$ cat config.mk
export PLATFORM = sky130hd
export DESIGN_NAME = updi_char_gen_flat
export DESIGN_NICKNAME = d
export VERILOG_FILES = /design/src/rtl/updi_pkg.sv /design/src/rtl/updi_char_gen_if.sv /design/src/rtl/updi_frame_builder.sv /design/src/rtl/updi_char_gen.sv /design/src/flat_wrapper.sv
export SDC_FILE = /design/constraint.sdc
export NUM_CORES = 1
export LEC_CHECK = 0
export ABC_AREA = 1
export BUFFER_PORTS_ARGS = -buffer_cell sky130_fd_sc_hd__clkbuf_2
export CAP_MARGIN = 20
export CORE_MARGIN = 2
export CORE_UTILIZATION = 57
export CTS_CLUSTER_SIZE = 10
export DETAILED_ROUTE_END_ITERATION = 8
export PLACE_DENSITY = 0.78
export SKIP_LAST_GASP = 1
export SYNTH_ARGS = -nofsm -noshare
export SYNTH_HDL_FRONTEND = slang
export SYNTH_SLANG_ARGS = --single-unit
$ cat constraint.sdc
create_clock -name i_clk -period 4.35 [get_ports i_clk]
set_input_delay 0.2175 -clock i_clk [delete_from_list [all_inputs] [get_ports i_clk]]
set_output_delay 0.2175 -clock i_clk [all_outputs]
set_load 0.01 [all_outputs]
$ cat src/rtl/updi_pkg.sv
// Shared constants, FSM states and the frame-build helper for the UPDI store character generator.
package updi_pkg;

  localparam int unsigned BYTE_W  = 8;
  localparam int unsigned FRAME_W = 12;

  localparam logic [BYTE_W-1:0] SYNCH_CHAR    = 8'h55;
  localparam logic [BYTE_W-1:0] REPEAT_OP     = 8'hA0;
  localparam logic [BYTE_W-1:0] ST_PTR_INC_OP = 8'h66;

  typedef enum logic [3:0] {
    ST_IDLE,
    ST_GET_RPT,
    ST_SYNC1,
    ST_RPT_OP,
    ST_RPT_NUM,
    ST_SYNC2,
    ST_INSTR,
    ST_DATA,
    ST_DONE
  } state_e;

  // Frame layout: {2 stop bits, even parity, byte LSB-first, start bit}
  function automatic logic [FRAME_W-1:0] make_frame(input logic [BYTE_W-1:0] char_byte);
    return {2'b11, ^char_byte, char_byte, 1'b0};
  endfunction

endpackage

$ cat src/rtl/updi_char_gen_if.sv
// APP-side byte handshake and PHY-side frame strobe of the UPDI character generator.
interface updi_char_gen_if;
  import updi_pkg::*;

  logic                 i_write;
  logic [BYTE_W-1:0]    i_data;
  logic                 i_valid;
  logic                 o_ready;
  logic                 o_write;
  logic [FRAME_W-1:0]   o_data;
  logic                 o_valid;
  logic                 o_trans_en;

  modport slave (
    input  i_write, i_data, i_valid,
    output o_ready, o_write, o_data, o_valid, o_trans_en
  );

  modport master (
    output i_write, i_data, i_valid,
    input  o_ready, o_write, o_data, o_valid, o_trans_en
  );

endinterface

$ cat src/rtl/updi_frame_builder.sv
// Combinational byte -> 12-bit UART-style UPDI frame.
module updi_frame_builder
  import updi_pkg::*;
(
  input  logic [BYTE_W-1:0]  char_byte,
  output logic [FRAME_W-1:0] frame_c
);

  assign frame_c = make_frame(char_byte);

endmodule

$ cat src/rtl/updi_char_gen.sv
// UPDI ST transaction character generator: fetches repeat count and payload from APP,
// emits SYNCH/REPEAT/ST/data frames to the PHY and pulses o_trans_en when complete.
module updi_char_gen
  import updi_pkg::*;
#(
  parameter int unsigned BYTES_PER_REPEAT = 4,
  parameter int unsigned CNT_W            = 10
) (
  input  logic           i_clk,
  input  logic           i_rstn,
  updi_char_gen_if.slave bus
);

  state_e               state_q, state_d;
  logic [BYTE_W-1:0]    rpt_q;
  logic [CNT_W-1:0]     cnt_q;
  logic [CNT_W-1:0]     n_bytes_c;
  logic                 hs_c;
  logic                 last_c;
  logic [BYTE_W-1:0]    char_c;
  logic [FRAME_W-1:0]   frame_c;

  logic                 ready_q, ready_d;
  logic                 valid_q, valid_d;
  logic                 trans_q, trans_d;
  logic [FRAME_W-1:0]   data_q,  data_d;

  assign hs_c      = bus.i_valid & ready_q;
  assign last_c    = (cnt_q == CNT_W'(1));
  assign n_bytes_c = (bus.i_data == '0) ? CNT_W'(BYTES_PER_REPEAT)
                                        : CNT_W'(BYTES_PER_REPEAT) * CNT_W'(bus.i_data);

  updi_frame_builder u_frame (
    .char_byte (char_c),
    .frame_c   (frame_c)
  );

  // State, latched repeat count, byte counter and registered outputs
  always_ff @(posedge i_clk or negedge i_rstn) begin
    if (!i_rstn) begin
      state_q <= ST_IDLE;
      rpt_q   <= '0;
      cnt_q   <= '0;
      ready_q <= 1'b0;
      valid_q <= 1'b0;
      trans_q <= 1'b0;
      data_q  <= '0;
    end else begin
      state_q <= state_d;
      ready_q <= ready_d;
      valid_q <= valid_d;
      trans_q <= trans_d;
      data_q  <= data_d;
      if (state_q == ST_GET_RPT && hs_c) begin
        rpt_q <= bus.i_data;
        cnt_q <= n_bytes_c;
      end else if (state_q == ST_DATA && hs_c) begin
        cnt_q <= cnt_q - CNT_W'(1);
      end
    end
  end

  // Next-state logic
  always_comb begin
    state_d = state_q;
    unique case (state_q)
      ST_IDLE:    if (bus.i_write) state_d = ST_GET_RPT;
      ST_GET_RPT: if (hs_c) state_d = ST_SYNC1;
      ST_SYNC1:   state_d = (rpt_q != '0) ? ST_RPT_OP : ST_INSTR;
      ST_RPT_OP:  state_d = ST_RPT_NUM;
      ST_RPT_NUM: state_d = ST_SYNC2;
      ST_SYNC2:   state_d = ST_INSTR;
      ST_INSTR:   state_d = ST_DATA;
      ST_DATA:    if (hs_c && last_c) state_d = ST_DONE;
      ST_DONE:    state_d = ST_IDLE;
      default:    state_d = ST_IDLE;
    endcase
  end

  // Output logic: frame select and next values of the registered outputs
  always_comb begin
    char_c  = SYNCH_CHAR;
    valid_d = 1'b0;
    trans_d = 1'b0;
    unique case (state_q)
      ST_SYNC1, ST_SYNC2: valid_d = 1'b1;
      ST_RPT_OP:  begin char_c = REPEAT_OP;     valid_d = 1'b1; end
      ST_RPT_NUM: begin char_c = rpt_q;         valid_d = 1'b1; end
      ST_INSTR:   begin char_c = ST_PTR_INC_OP; valid_d = 1'b1; end
      ST_DATA:    begin char_c = bus.i_data;    valid_d = hs_c; end
      ST_DONE:    trans_d = 1'b1;
      default:    ;
    endcase
    ready_d = (state_d == ST_GET_RPT) || (state_d == ST_DATA);
    data_d  = valid_d ? frame_c : data_q;
  end

  assign bus.o_ready    = ready_q;
  assign bus.o_write    = ready_q;
  assign bus.o_valid    = valid_q;
  assign bus.o_trans_en = trans_q;
  assign bus.o_data     = data_q;

endmodule

$ cat src/flat_wrapper.sv
// flat-port wrapper written by rule: the top's interface ports become plain ports
module updi_char_gen_flat import updi_pkg::*;
#(
  parameter int unsigned BYTES_PER_REPEAT = 4,
  parameter int unsigned CNT_W            = 10
)
  (i_clk, i_rstn, bus_i_write, bus_i_data, bus_i_valid, bus_o_ready, bus_o_write, bus_o_data, bus_o_valid, bus_o_trans_en);
  updi_char_gen_if bus_i ();
  input  logic i_clk;
  input  logic i_rstn;
  input wire logic [$bits(bus_i.i_write)-1:0] bus_i_write;
  input wire logic [$bits(bus_i.i_data)-1:0] bus_i_data;
  input wire logic [$bits(bus_i.i_valid)-1:0] bus_i_valid;
  output wire logic [$bits(bus_i.o_ready)-1:0] bus_o_ready;
  output wire logic [$bits(bus_i.o_write)-1:0] bus_o_write;
  output wire logic [$bits(bus_i.o_data)-1:0] bus_o_data;
  output wire logic [$bits(bus_i.o_valid)-1:0] bus_o_valid;
  output wire logic [$bits(bus_i.o_trans_en)-1:0] bus_o_trans_en;
  assign bus_i.i_write = bus_i_write;
  assign bus_i.i_data = bus_i_data;
  assign bus_i.i_valid = bus_i_valid;
  assign bus_o_ready = bus_i.o_ready;
  assign bus_o_write = bus_i.o_write;
  assign bus_o_data = bus_i.o_data;
  assign bus_o_valid = bus_i.o_valid;
  assign bus_o_trans_en = bus_i.o_trans_en;
  updi_char_gen #(.BYTES_PER_REPEAT(BYTES_PER_REPEAT), .CNT_W(CNT_W)) u_core (.i_clk(i_clk), .i_rstn(i_rstn), .bus(bus_i));
endmodule
==> impl_results.html, run 1 <==
<table>
<tr><th>Metric</th><th>Value</th></tr>
<tr><th colspan="2">Setup path</th></tr>
<tr><td>CP Class</td><td>reg2reg</td></tr>
<tr><td>Crit path DAT</td><td>2320 ps</td></tr>
<tr><td>Crit path required time</td><td>4580 ps</td></tr>
<tr><td>Kind of launch point of the worst setup path</td><td>flop</td></tr>
<tr><td>Max Fanout on Critical Path</td><td>14</td></tr>
<tr><td>Crit end category</td><td>flop</td></tr>
<tr><th colspan="2">Timing</th></tr>
<tr><td>Number of hold violations in the final report</td><td>0</td></tr>
<tr><td>Headroom to the max-slew limit</td><td>0.433</td></tr>
<tr><td>Number of pins exceeding their max-slew limit in the final report</td><td>0</td></tr>
<tr><td>Number of endpoints failing setup at the final stage</td><td>0</td></tr>
<tr><td>Period utilization</td><td>0.480</td></tr>
<tr><td>Final worst hold slack</td><td>134 ps</td></tr>
<tr><td>Worst Tran Pin Value</td><td>851 ps</td></tr>
<tr><td>Maximum clock frequency</td><td>479 MHz</td></tr>
<tr><td>Unrepaired setup endpoints after global routing</td><td>no</td></tr>
<tr><td>Setup TNS</td><td>0 ps</td></tr>
<tr><td>Worst clock skew on the final layout</td><td>5.49 ps</td></tr>
<tr><td>Time the final worst path needs with I/O delays and setup</td><td>2090 ps</td></tr>
<tr><td>Final critical-path setup slack</td><td>2260 ps</td></tr>
<tr><th colspan="2">Final layout</th></tr>
<tr><td>Diodes inserted</td><td>0</td></tr>
<tr><td>Count of non-filler cells in the finished layout</td><td>344</td></tr>
<tr><td>Number of nets at the end of the flow</td><td>311</td></tr>
<tr><td>Layout cells sized above 1</td><td>0.171</td></tr>
<tr><td>Area Growth Syn to Fin</td><td>9.37%</td></tr>
<tr><th colspan="2">Placement</th></tr>
<tr><td>Placement Setup Slack</td><td>2340 ps</td></tr>
<tr><td>Placed instance count</td><td>335</td></tr>
<tr><td>Detailed Place HPWL</td><td>3620 um</td></tr>
<tr><td>Gpl congestion</td><td>0.881</td></tr>
<tr><td>Total of buffers placed on input and output ports</td><td>26</td></tr>
<tr><th colspan="2">Routing</th></tr>
<tr><td>Routed Antenna Nets</td><td>0</td></tr>
<tr><td>Routed vias</td><td>1,871</td></tr>
<tr><td>Wire length per cell after detailed routing</td><td>13.6 um</td></tr>
<tr><td>Total iterations of the first detailed-routing run</td><td>4</td></tr>
<tr><td>DRC Markers</td><td>0</td></tr>
<tr><td>Via density</td><td>5.44</td></tr>
<tr><td>Routed wire length</td><td>4670 um</td></tr>
<tr><td>Number of DRC markers in iteration 0</td><td>125</td></tr>
<tr><th colspan="2">Yosys</th></tr>
<tr><td>Number of standard cells after synthesis</td><td>270</td></tr>
<tr><td>Synthesis Warnings</td><td>0</td></tr>
<tr><td>Distinct cell type count after synthesis</td><td>32</td></tr>
<tr><td>Sequential element share of the synthesized area</td><td>0.429</td></tr>
<tr><td>Ys async rst share</td><td>1.00</td></tr>
<tr><td>Total standard cell area after synthesis</td><td>2040 um^2</td></tr>
<tr><td>Top_reg_cell synth</td><td>sky130_fd_sc_hd__dfrtp_1</td></tr>
<tr><td>Post-Synthesis Mean Instance Area</td><td>7.56 um^2</td></tr>
<tr><td>Syn Nets</td><td>284</td></tr>
<tr><td>Number of enable-type register cells in the synthesized netlist</td><td>0</td></tr>
<tr><td>Post-synthesis register bit count</td><td>35</td></tr>
<tr><th colspan="2">Global routing</th></tr>
<tr><td>Maximum number of pins on one net before global-route repair</td><td>36</td></tr>
<tr><td>Vias in the first global route</td><td>1,835</td></tr>
<tr><td>Overall Global Routing Usage</td><td>0.261</td></tr>
<tr><td>Initial antenna violation count</td><td>0</td></tr>
<tr><td>First-pass GRT wire length</td><td>8210 um</td></tr>
<tr><td>Leftover overflow at the end of global routing</td><td>0</td></tr>
<tr><th colspan="2">Clock network</th></tr>
<tr><td>H-Tree Level Count</td><td>2</td></tr>
<tr><td>Post-CTS clock slew at the launch and capture registers of the worst setup and hold paths</td><td>100 ps</td></tr>
<tr><td>Setup bufs post-CTS</td><td>0</td></tr>
<tr><td>Later-pin clock latency in the skew report</td><td>350 ps</td></tr>
<tr><td>Total number of clock tree sinks</td><td>35</td></tr>
<tr><td>Number of buffers on the longest clock path</td><td>2</td></tr>
<tr><td>CTS tree</td><td>done</td></tr>
<tr><td>Cts bufs inserted</td><td>5</td></tr>
<tr><td>Root buffer cell</td><td>sky130_fd_sc_hd__clkbuf_4</td></tr>
<tr><th colspan="2">Power and ir drop</th></tr>
<tr><td>Combinational share of power</td><td>0.564</td></tr>
<tr><td>Total power after layout</td><td>1.74 mW</td></tr>
<tr><td>Largest vdd supply drop</td><td>0.000390 V</td></tr>
<tr><td>Cell internal power dissipation</td><td>0.877 mW</td></tr>
<tr><td>Sequential group share of total power</td><td>0.339</td></tr>
<tr><td>Clock network fraction of design power</td><td>0.098</td></tr>
<tr><td>Power density over the cells</td><td>780 nW/um^2</td></tr>
<tr><td>Leakage power figure</td><td>1.17 nW</td></tr>
<tr><td>Switching portion of total power</td><td>0.497</td></tr>
<tr><td>Sw power</td><td>0.866 mW</td></tr>
<tr><th colspan="2">Worst hold path</th></tr>
<tr><td>Worst min path class</td><td>in2reg</td></tr>
<tr><th colspan="2">Flow run</th></tr>
<tr><td>Max-cap viol count</td><td>0</td></tr>
<tr><th colspan="2">Floorplan</th></tr>
<tr><td>X dimension of the die</td><td>63.9 um</td></tr>
<tr><td>Count of standard-cell rows</td><td>21</td></tr>
<tr><td>Starting density of the core</td><td>0.602</td></tr>
<tr><td>Count of pins on the block boundary</td><td>28</td></tr>
<tr><td>Die H</td><td>63.9 um</td></tr>
<tr><td>Total Die Area</td><td>4080 um^2</td></tr>
<tr><td>Core region area</td><td>3390 um^2</td></tr>
<tr><th colspan="2">Run status</th></tr>
<tr><td>Result of the run</td><td>finished clean</td></tr>
</table>
## synthesized netlist by cell type (3+ instances only)
library cell               instances  area (um^2)
sky130_fd_sc_hd__nand2_1          91          342
sky130_fd_sc_hd__dfrtp_1          35          876
sky130_fd_sc_hd__nand3_1          33          165
sky130_fd_sc_hd__inv_1            21         78.8
sky130_fd_sc_hd__nor2_1           17         63.8
sky130_fd_sc_hd__o21ai_0          13         65.1
sky130_fd_sc_hd__nor2_2            5         31.3
sky130_fd_sc_hd__xor2_1            5         43.8
sky130_fd_sc_hd__buf_4             4         30.0
sky130_fd_sc_hd__inv_2             4         15.0
sky130_fd_sc_hd__nor3_1            4         20.0
sky130_fd_sc_hd__nor4_1            4         25.0
sky130_fd_sc_hd__o211ai_1          4         30.0
sky130_fd_sc_hd__nand2_4           3         33.8
sky130_fd_sc_hd__nor2_4            3         33.8
sky130_fd_sc_hd__o221ai_1          3         26.3
## state kept, by name (all words and copies together) (netlist names)
name and cells:
u_core.bus.o_data 10, u_core.bus.o_ready 1, u_core.bus.o_trans_en 1, u_core.bus.o_valid 1, u_core.cnt_q 10, u_core.rpt_q 8, u_core.state_q 4
## placed cells by master, fill, tap and decap left out, drive strengths merged
cell type,netlist,final
a31oi,1,1
nor3,4,4
clkbuf,1,33
a21oi,1,1
nor4,4,4
o21ai,13,13
o22ai,1,1
inv,25,25
nor2,25,25
ha,2,2
conb,1,1
or2,1,1
o211ai,4,4
nand4,2,2
o221ai,3,3
clkinv,2,3
o2111ai,1,1
dfrtp,35,35
o311ai,2,2
nand2,96,96
nand3,34,34
o211a,1,1
dlygate4sd3,0,1
xor2,5,5
## stage by stage
| step | instance area [um^2] | utilization |
|---|---|---|
| final | 2230 | 0.659 |
| after global routing | 2230 | 0.659 |
| after CTS | 2230 | 0.659 |
| after detailed placement | 2170 | 0.641 |
| after global placement | 2170 | 0.641 |
| after floorplan | 2040 | - |
## kinds of logic after synthesis
group	Yosys count	share of synthesized area
buffers and inverters	34	0.0797
other	1	0.00184
XOR/XNOR	5	0.0214
flip-flops	35	0.429
adder cells (fa/ha/maj)	2	0.0123
AND/OR/NAND/NOR	166	0.370
AO/OA/AOI/OAI	27	0.0858
## worst max-delay path, cell delays in order (launching register included)
cell	delay, ps
sky130_fd_sc_hd__dfrtp_1	560
sky130_fd_sc_hd__inv_1	110
sky130_fd_sc_hd__nand2_1	120
sky130_fd_sc_hd__nor2_1	80
sky130_fd_sc_hd__nand2_1	360
sky130_fd_sc_hd__clkinv_1	380
sky130_fd_sc_hd__o211ai_1	260
sky130_fd_sc_hd__o21ai_0	110
## layout make-up
class / count / area [um^2]
fillers: 310 / 1160
inverters: 27 / 106
clock buffers: 7 / 45.0
clock inverters: 1 / 5.00
multi-input cells: 201 / 1000
well taps: 46 / 57.6
flip-flops and latches: 35 / 876
repair buffers: 27 / 140
## per-layer routing
| metal | track usage | share of wire | vias to the layer above |
|---|---|---|---|
| li1 | - | - | 941 |
| met1 | 0.344 | 0.45 | 868 |
| met2 | 0.413 | 0.48 | 51 |
| met3 | 0.0739 | 0.054 | 11 |
| met4 | 0.0924 | 0.017 | 0 |
| met5 | 0 | 0 | - |
## timing repair
| action | 4_1_cts | 5_1_grt |
|---|---|---|
| gates resized for setup | 0 | 0 |
| hold buffers | 1 | 0 |
| hold endpoints to repair | 35 | 0 |
## power by group through the flow
stage,combinational (mW),sequential (mW),clock [mW]
floorplan,0.783,0.579,0
global placement,0.949,0.587,0
detailed placement,0.972,0.594,0
CTS,0.979,0.587,0.173
global route,1.15,0.607,0.185
finish,0.982,0.590,0.170
## path summary, 6_finish.rpt
path / endpoint / from / slack (ps) / cells after the start
worst max register to register: u_core.cnt_q[2]$_DFFE_PN0P_ / u_core.state_q[1]$_DFF_PN0_ / 2260 / 7
worst min-delay path: u_core.rpt_q[1]$_DFFE_PN0P_ / bus_i_data[1] / 130 / 3
worst min register to register: u_core.bus.o_data[2]$_DFFE_PN0P_ / u_core.bus.o_data[2]$_DFFE_PN0P_ / 490 / 2
max in group asynchronous: u_core.bus.o_data[3]$_DFFE_PN0P_ / i_rstn / 3320 / 2
min in group asynchronous: u_core.bus.o_trans_en$_DFF_PN0_ / i_rstn / 500 / 2
worst max-delay path: u_core.cnt_q[2]$_DFFE_PN0P_ / u_core.state_q[1]$_DFF_PN0_ / 2260 / 7
(Power assumes the default switching activity.)
==> inputs of run 2 (changes only) <==
CORE_UTILIZATION = 51   (was 57)
PLACE_DENSITY = 0.74   (was 0.78)
clock period = 1.7 ns   (was 4.35 ns; I/O delays follow)
==> impl_results.html, run 2 (synthesized netlist as in run 1, its figures left out) <==
<table>
<tr><th>Metric</th><th>Value</th></tr>
<tr><th colspan="2">Run status</th></tr>
<tr><td>Result of the run</td><td>finished clean</td></tr>
<tr><th colspan="2">Power and ir drop</th></tr>
<tr><td>Largest vdd supply drop</td><td>0.000890 V (+130%)</td></tr>
<tr><td>Switching portion of total power</td><td>0.473 (-0.0238)</td></tr>
<tr><td>Combinational share of power</td><td>0.559 (-0.005)</td></tr>
<tr><td>Leakage power figure</td><td>1.25 nW (+6.1%)</td></tr>
<tr><td>Sw power</td><td>2.28 mW (+160%)</td></tr>
<tr><td>Power density over the cells</td><td>2010 nW/um^2 (+160%)</td></tr>
<tr><td>Sequential group share of total power</td><td>0.314 (-0.025)</td></tr>
<tr><td>Cell internal power dissipation</td><td>2.54 mW (+190%)</td></tr>
<tr><td>Clock network fraction of design power</td><td>0.127 (+0.029)</td></tr>
<tr><th colspan="2">Global routing</th></tr>
<tr><td>Leftover overflow at the end of global routing</td><td>0 (unchanged)</td></tr>
<tr><td>Overall Global Routing Usage</td><td>0.240 (-0.0211)</td></tr>
<tr><td>First-pass GRT wire length</td><td>8070 um (-1.8%)</td></tr>
<tr><td>Initial antenna violation count</td><td>0 (unchanged)</td></tr>
<tr><td>Vias in the first global route</td><td>1,814 (-1.1%)</td></tr>
<tr><td>Maximum number of pins on one net before global-route repair</td><td>36 (unchanged)</td></tr>
<tr><th colspan="2">Timing</th></tr>
<tr><td>Period utilization</td><td>0.956 (+0.477)</td></tr>
<tr><td>Time the final worst path needs with I/O delays and setup</td><td>1630 ps (-462 ps)</td></tr>
<tr><td>Number of hold violations in the final report</td><td>0 (unchanged)</td></tr>
<tr><td>Setup TNS</td><td>0 ps (unchanged)</td></tr>
<tr><td>Number of pins exceeding their max-slew limit in the final report</td><td>0 (unchanged)</td></tr>
<tr><td>Maximum clock frequency</td><td>615 MHz (+28%)</td></tr>
<tr><td>Worst clock skew on the final layout</td><td>6.52 ps (+1.03 ps)</td></tr>
<tr><td>Number of endpoints failing setup at the final stage</td><td>0 (unchanged)</td></tr>
<tr><td>Unrepaired setup endpoints after global routing</td><td>yes</td></tr>
<tr><th colspan="2">Floorplan</th></tr>
<tr><td>Core region area</td><td>3740 um^2 (+10%)</td></tr>
<tr><td>X dimension of the die</td><td>67.3 um (+5.4%)</td></tr>
<tr><td>Die H</td><td>67.3 um (+5.4%)</td></tr>
<tr><td>Count of standard-cell rows</td><td>22 (+4.8%)</td></tr>
<tr><td>Starting density of the core</td><td>0.545 (-0.0570)</td></tr>
<tr><td>Count of pins on the block boundary</td><td>28 (unchanged)</td></tr>
<tr><td>Total Die Area</td><td>4530 um^2 (+11%)</td></tr>
<tr><th colspan="2">Setup path</th></tr>
<tr><td>Flop2flop setup slack</td><td>70 ps (-2190 ps)</td></tr>
<tr><td>Top cell family by delay on the critical path</td><td>simple AND/OR/NAND/NOR gates</td></tr>
<tr><td>Slowest stage cell, crit path</td><td>sky130_fd_sc_hd__dfrtp_1</td></tr>
<tr><td>Launching element of the worst setup path</td><td>u_core.state_q[3]$_DFF_PN0_</td></tr>
<tr><td>Max Fanout on Critical Path</td><td>8 (-6)</td></tr>
<tr><td>Crit end category</td><td>flop</td></tr>
<tr><td>Crit path required time</td><td>1890 ps (-2690 ps)</td></tr>
<tr><td>Kind of launch point of the worst setup path</td><td>flop</td></tr>
<tr><td>Crit path DAT</td><td>1810 ps (-510 ps)</td></tr>
<tr><td>Cell with the most instances on the worst path</td><td>sky130_fd_sc_hd__nand2_1</td></tr>
<tr><td>Buffers and inverters on the worst path</td><td>1 (-1)</td></tr>
<tr><td>Cells along the critical path</td><td>nor2_1 &gt; nand2_4 &gt; nand2_4 &gt; inv_2 &gt; nor2_2 &gt; nand2_1 &gt; nand2_1 &gt; nand2_1 &gt; nand2_1 &gt; nand3_1 &gt; nand3_1 &gt; nand2_1</td></tr>
<tr><td>CP Class</td><td>reg2reg</td></tr>
<tr><td>Max stage delay on crit path</td><td>430 ps (-130 ps)</td></tr>
<tr><td>Worst r2r src</td><td>u_core.state_q[3]$_DFF_PN0_</td></tr>
<tr><th colspan="2">Clock network</th></tr>
<tr><td>Later-pin clock latency in the skew report</td><td>300 ps (-50 ps)</td></tr>
<tr><td>Number of buffers on the longest clock path</td><td>2 (unchanged)</td></tr>
<tr><td>Post-CTS clock slew at the launch and capture registers of the worst setup and hold paths</td><td>70 ps (-30 ps)</td></tr>
<tr><td>Total number of clock tree sinks</td><td>35 (unchanged)</td></tr>
<tr><td>CTS tree</td><td>done</td></tr>
<tr><td>Cts bufs inserted</td><td>5 (unchanged)</td></tr>
<tr><td>Root buffer cell</td><td>sky130_fd_sc_hd__clkbuf_8</td></tr>
<tr><td>H-Tree Level Count</td><td>2 (unchanged)</td></tr>
<tr><th colspan="2">Final layout</th></tr>
<tr><td>Number of nets at the end of the flow</td><td>322 (+3.5%)</td></tr>
<tr><td>Layout cells sized above 1</td><td>0.239 (+0.0683)</td></tr>
<tr><td>Most common library cell in the layout ignoring fill and taps</td><td>sky130_fd_sc_hd__nand2_1</td></tr>
<tr><td>Area Growth Syn to Fin</td><td>17.2%</td></tr>
<tr><td>Diodes inserted</td><td>0 (unchanged)</td></tr>
<tr><td>End-of-flow core utilization</td><td>0.639 (-0.0195)</td></tr>
<tr><td>Most frequent cells in the layout</td><td>88 x sky130_fd_sc_hd__nand2_1, 33 x sky130_fd_sc_hd__nand3_1, 33 x sky130_fd_sc_hd__dfrtp_1</td></tr>
<tr><th colspan="2">Placement</th></tr>
<tr><td>Gpl congestion</td><td>0.861 (-2.2%)</td></tr>
<tr><td>Total of buffers placed on input and output ports</td><td>26 (unchanged)</td></tr>
<tr><td>Detailed Place HPWL</td><td>3440 um (-5.0%)</td></tr>
<tr><th colspan="2">Routing</th></tr>
<tr><td>Number of DRC markers in iteration 0</td><td>83 (-34%)</td></tr>
<tr><td>Routed wire length</td><td>4490 um (-3.8%)</td></tr>
<tr><td>Total iterations of the first detailed-routing run</td><td>4 (unchanged)</td></tr>
<tr><td>Routed vias</td><td>1,853 (-0.96%)</td></tr>
<tr><td>Wire length per cell after detailed routing</td><td>12.6 um (-7.3%)</td></tr>
<tr><td>Via density</td><td>5.19 (-4.6%)</td></tr>
<tr><td>DRC Markers</td><td>0 (unchanged)</td></tr>
<tr><td>Routed Antenna Nets</td><td>0 (unchanged)</td></tr>
<tr><th colspan="2">Worst hold path</th></tr>
<tr><td>Worst min path class</td><td>in2reg</td></tr>
<tr><td>Min-Delay Startpoint</td><td>bus_i_data[4]</td></tr>
<tr><th colspan="2">Flow run</th></tr>
<tr><td>Max-cap viol count</td><td>0 (unchanged)</td></tr>
</table>
[run 2: worst min-delay path: stages]
cell	delay (ps)
sky130_fd_sc_hd__clkbuf_2	110
sky130_fd_sc_hd__nand2_1	70
sky130_fd_sc_hd__nand2_1	50
[run 2: cell type report]
| class | instances | area [um^2] |
|---|---|---|
| Clock buffer | 5 | 68.8 |
| Clock inverter | 3 | 20.0 |
| Fill cell | 370 | 1350 |
| Inverter | 27 | 109 |
| Multi-Input combinational cell | 201 | 1030 |
| Sequential cell | 35 | 878 |
| Tap cell | 48 | 60.1 |
| Timing Repair Buffer | 38 | 223 |
[run 2: final timing paths]
kind                       cells past startpoint                                to
max in group asynchronous                      3       u_core.state_q[0]$_DFF_PN0_
hold reg to reg                                2  u_core.bus.o_data[2]$_DFFE_PN0P_
min in group asynchronous                      3       u_core.cnt_q[0]$_DFFE_PN0P_
hold / removal                                 3       u_core.rpt_q[4]$_DFFE_PN0P_
setup / recovery                              12  u_core.bus.o_data[9]$_DFFE_PN0P_
setup reg to reg                              12  u_core.bus.o_data[9]$_DFFE_PN0P_
[run 2: repair_timing]
action,4_1_cts,5_1_grt
setup buffers,0,3
hold buffers,1,0
gates resized for setup,0,13
setup endpoints to repair,0,19
endpoints found under the hold margin,35,0
[run 2: stage by stage]
step,instance area [um^2],std cells,hold slack (ps),power (mW),setup slack (ps)
2_1_floorplan,2040,270,-211,3.48,186
3_3_place_gp,2240,345,141,4.02,97.8
3_5_place_dp,2240,345,142,4.06,90.4
4_1_cts,2330,354,60.6,4.68,70.1
5_1_grt,2390,357,69.3,5.34,-117
6_report,2390,357,62.3,4.81,74.1
[run 2: power groups by stage]
stage / Sequential (mW) / Clock (mW) / Combinational [mW]
global route: 1.55 / 0.651 / 3.14
global placement: 1.49 / 0 / 2.53
detailed placement: 1.50 / 0 / 2.56
finish: 1.51 / 0.609 / 2.69
CTS: 1.48 / 0.616 / 2.58
floorplan: 1.48 / 0 / 2.00
[run 2: layer usage]
layer | part of all wire | vias to the layer above | GRT usage
met2 | 0.46 | 51 | 0.380
met4 | 0.026 | 0 | 0.107
met3 | 0.049 | 12 | 0.0567
met1 | 0.47 | 827 | 0.314
met5 | 0 | - | 0
li1 | - | 963 | -
==> inputs of run 3 (changes only) <==
BUFFER_PORTS_ARGS = -buffer_cell sky130_fd_sc_hd__buf_4   (was -buffer_cell sky130_fd_sc_hd__clkbuf_2)
PLACE_DENSITY = 0.86   (was 0.74)
==> impl_results.html, run 3 (synthesized netlist as in run 1, its figures left out) <==
<table>
<tr><th>Metric</th><th>Value</th></tr>
<tr><th colspan="2">Power and ir drop</th></tr>
<tr><td>Power density over the cells</td><td>2020 nW/um^2 (+0.53%)</td></tr>
<tr><td>Leakage power figure</td><td>1.28 nW (+2.5%)</td></tr>
<tr><td>Clock network fraction of design power</td><td>0.117 (-0.010)</td></tr>
<tr><td>Total power after layout</td><td>5.00 mW (+3.8%)</td></tr>
<tr><td>Sequential group share of total power</td><td>0.302 (-0.012)</td></tr>
<tr><td>Largest vdd supply drop</td><td>0.00109 V (+22%)</td></tr>
<tr><td>Sw power</td><td>2.35 mW (+3.3%)</td></tr>
<tr><td>Combinational share of power</td><td>0.581 (+0.022)</td></tr>
<tr><td>Switching portion of total power</td><td>0.471 (-0.00242)</td></tr>
<tr><td>Cell internal power dissipation</td><td>2.65 mW (+4.3%)</td></tr>
<tr><th colspan="2">Floorplan</th></tr>
<tr><td>Starting density of the core</td><td>0.545 (unchanged)</td></tr>
<tr><td>Count of standard-cell rows</td><td>22 (unchanged)</td></tr>
<tr><td>Core region area</td><td>3740 um^2 (unchanged)</td></tr>
<tr><td>Total Die Area</td><td>4530 um^2 (unchanged)</td></tr>
<tr><td>Die H</td><td>67.3 um (unchanged)</td></tr>
<tr><td>Count of pins on the block boundary</td><td>28 (unchanged)</td></tr>
<tr><td>X dimension of the die</td><td>67.3 um (unchanged)</td></tr>
<tr><th colspan="2">Setup path</th></tr>
<tr><td>Worst reg2reg path endpoint</td><td>u_core.bus.o_data[9]$_DFFE_PN0P_</td></tr>
<tr><td>Max Fanout on Critical Path</td><td>6 (-2)</td></tr>
<tr><td>Worst reg2reg path depth</td><td>12 (unchanged)</td></tr>
<tr><td>Kind of launch point of the worst setup path</td><td>flop</td></tr>
<tr><td>CP Class</td><td>reg2reg</td></tr>
<tr><td>Flop2flop setup slack</td><td>80 ps (about the same)</td></tr>
<tr><td>Crit path DAT</td><td>1810 ps (about the same)</td></tr>
<tr><td>Crit end category</td><td>flop</td></tr>
<tr><td>Crit path required time</td><td>1890 ps (about the same)</td></tr>
<tr><td>Worst r2r src</td><td>u_core.state_q[0]$_DFF_PN0_</td></tr>
<tr><th colspan="2">Routing</th></tr>
<tr><td>Total iterations of the first detailed-routing run</td><td>4 (unchanged)</td></tr>
<tr><td>Wire length per cell after detailed routing</td><td>13.8 um (+10%)</td></tr>
<tr><td>DRC Markers</td><td>0 (unchanged)</td></tr>
<tr><td>Routed vias</td><td>1,960 (+5.8%)</td></tr>
<tr><td>Routed wire length</td><td>4960 um (+10%)</td></tr>
<tr><td>Via density</td><td>5.47 (+5.5%)</td></tr>
<tr><td>Number of DRC markers in iteration 0</td><td>124 (+49%)</td></tr>
<tr><td>Routed Antenna Nets</td><td>0 (unchanged)</td></tr>
<tr><th colspan="2">Final layout</th></tr>
<tr><td>Most common library cell in the layout ignoring fill and taps</td><td>sky130_fd_sc_hd__nand2_1</td></tr>
<tr><td>Most frequent cells in the layout</td><td>89 x sky130_fd_sc_hd__nand2_1, 37 x sky130_fd_sc_hd__buf_4, 33 x sky130_fd_sc_hd__nand3_1, 33 x sky130_fd_sc_hd__dfrtp_1, 20 x sky130_fd_sc_hd__inv_1</td></tr>
<tr><td>Number of nets at the end of the flow</td><td>323 (+0.31%)</td></tr>
<tr><td>Total area of sequential cells</td><td>878 um^2 (unchanged)</td></tr>
<tr><td>Area Growth Syn to Fin</td><td>21.1%</td></tr>
<tr><td>Design Area, Final</td><td>2470 um^2 (+3.3%)</td></tr>
<tr><td>Diodes inserted</td><td>0 (unchanged)</td></tr>
<tr><td>Combined area of the multi-input logic cells</td><td>1040 um^2 (+0.73%)</td></tr>
<tr><td>End-of-flow core utilization</td><td>0.660 (+0.0211)</td></tr>
<tr><td>Layout cells sized above 1</td><td>0.242 (+0.00245)</td></tr>
<tr><td>Count of non-filler cells in the finished layout</td><td>358 (+0.28%)</td></tr>
<tr><td>Fill cell count</td><td>329 (-11%)</td></tr>
<tr><th colspan="2">Timing</th></tr>
<tr><td>Unrepaired setup endpoints after global routing</td><td>yes</td></tr>
<tr><td>Period utilization</td><td>0.955 (-0.00166)</td></tr>
<tr><td>Time the final worst path needs with I/O delays and setup</td><td>1620 ps (-2.82 ps)</td></tr>
<tr><td>Number of endpoints failing setup at the final stage</td><td>0 (unchanged)</td></tr>
<tr><td>Final critical-path setup slack</td><td>76.9 ps (+2.82 ps)</td></tr>
<tr><td>Maximum clock frequency</td><td>616 MHz (+0.17%)</td></tr>
<tr><td>Worst clock skew on the final layout</td><td>3.88 ps (-2.64 ps)</td></tr>
<tr><td>Number of pins exceeding their max-slew limit in the final report</td><td>0 (unchanged)</td></tr>
<tr><td>Number of hold violations in the final report</td><td>0 (unchanged)</td></tr>
<tr><th colspan="2">Clock network</th></tr>
<tr><td>CTS tree</td><td>done</td></tr>
<tr><td>Total number of clock tree sinks</td><td>35 (unchanged)</td></tr>
<tr><td>Number of buffers on the longest clock path</td><td>2 (unchanged)</td></tr>
<tr><td>H-Tree Level Count</td><td>2 (unchanged)</td></tr>
<tr><td>Cts bufs inserted</td><td>5 (unchanged)</td></tr>
<tr><td>Root buffer cell</td><td>sky130_fd_sc_hd__clkbuf_8</td></tr>
<tr><td>Later-pin clock latency in the skew report</td><td>290 ps (about the same)</td></tr>
<tr><td>Post-CTS clock slew at the launch and capture registers of the worst setup and hold paths</td><td>70 ps (about the same)</td></tr>
<tr><th colspan="2">Worst hold path</th></tr>
<tr><td>Worst min path class</td><td>in2reg</td></tr>
<tr><td>Depth of the worst hold-timing path</td><td>3 (unchanged)</td></tr>
<tr><td>Endpoint with the worst hold slack</td><td>u_core.rpt_q[4]$_DFFE_PN0P_</td></tr>
<tr><td>Min-Delay Startpoint</td><td>bus_i_data[4]</td></tr>
<tr><th colspan="2">Placement</th></tr>
<tr><td>Detailed Place HPWL</td><td>3700 um (+7.8%)</td></tr>
<tr><td>Placed instance count</td><td>345 (unchanged)</td></tr>
<tr><td>Gpl congestion</td><td>0.927 (+7.6%)</td></tr>
<tr><td>Instance area after placement</td><td>2300 um^2 (+2.9%)</td></tr>
<tr><td>Total of buffers placed on input and output ports</td><td>26 (unchanged)</td></tr>
<tr><td>Placement Setup Slack</td><td>44.3 ps (-46.1 ps)</td></tr>
<tr><th colspan="2">Global routing</th></tr>
<tr><td>Vias in the first global route</td><td>1,892 (+4.3%)</td></tr>
<tr><td>First-pass GRT wire length</td><td>8290 um (+2.7%)</td></tr>
<tr><td>Leftover overflow at the end of global routing</td><td>0 (unchanged)</td></tr>
<tr><td>Maximum number of pins on one net before global-route repair</td><td>36 (unchanged)</td></tr>
<tr><td>Initial antenna violation count</td><td>0 (unchanged)</td></tr>
<tr><td>Overall Global Routing Usage</td><td>0.247 (+0.00648)</td></tr>
<tr><th colspan="2">Run status</th></tr>
<tr><td>Result of the run</td><td>finished clean</td></tr>
<tr><th colspan="2">Flow run</th></tr>
<tr><td>Max-cap viol count</td><td>0 (unchanged)</td></tr>
</table>
## run 3: what timing repair did
action                     CTS  global route
hold buffers                 1             0
setup endpoints to repair    0            12
setup buffers                0             4
hold endpoints to repair    35             0
resized for setup            0            16
## run 3: power groups by stage
stage	Clock [mW]	Sequential [mW]	Combinational, mW
after floorplan	0	1.48	2.00
after global placement	0	1.48	2.60
after detailed placement	0	1.50	2.70
after CTS	0.587	1.49	2.72
after global routing	0.629	1.55	3.30
final	0.584	1.51	2.91
## run 3: worst max-delay path by stage
stage	start	to	depth (start not counted)
final	u_core.state_q[0]$_DFF_PN0_	u_core.bus.o_data[9]$_DFFE_PN0P_	12
after global routing	u_core.state_q[2]$_DFF_PN0_	u_core.bus.o_data[9]$_DFFE_PN0P_	14
after CTS	u_core.state_q[2]$_DFF_PN0_	u_core.bus.o_data[9]$_DFFE_PN0P_	13
after detailed placement	u_core.state_q[3]$_DFF_PN0_	u_core.bus.o_data[9]$_DFFE_PN0P_	12
after global placement	u_core.state_q[2]$_DFF_PN0_	u_core.bus.o_data[9]$_DFFE_PN0P_	13
after floorplan	u_core.state_q[3]$_DFF_PN0_	u_core.bus.o_data[9]$_DFFE_PN0P_	12
## run 3: cell type report
type / instances / share of cell area
Tap cell: 48 / 0.0243
Clock buffer: 5 / 0.0278
Timing Repair Buffer: 39 / 0.121
Multi-Input combinational cell: 201 / 0.422
Inverter: 27 / 0.0440
Clock inverter: 3 / 0.00607
Sequential cell: 35 / 0.355
## run 3: stage by stage
stage | TNS [ps] | hold slack (ps)
floorplan | 0 | -211
global placement | 0 | 60.0
detailed placement | 0 | 57.5
CTS | 0 | 47.5
global route | -155 | 62.6
finish | 0 | 50.1
## run 3: per-layer routing
metal,vias up,part of all wire,global-route usage
met5,-,0,0
met4,0,0.024,0.107
met3,12,0.066,0.0583
met2,74,0.49,0.411
met1,916,0.42,0.306
li1,958,-,-
## run 3: worst max-delay path, cell delays in order (launching register included)
cell and delay (ps):
sky130_fd_sc_hd__dfrtp_2 480, sky130_fd_sc_hd__inv_1 140, sky130_fd_sc_hd__nand2_1 90, sky130_fd_sc_hd__nor2_2 230, sky130_fd_sc_hd__nor2_1 70, sky130_fd_sc_hd__nand3_1 90, sky130_fd_sc_hd__nand2_1 60, sky130_fd_sc_hd__nand2_1 70
sky130_fd_sc_hd__nand2_1 70, sky130_fd_sc_hd__nand2_1 60, sky130_fd_sc_hd__nand2_1 40, sky130_fd_sc_hd__nand3_1 70, sky130_fd_sc_hd__nand2_1 50
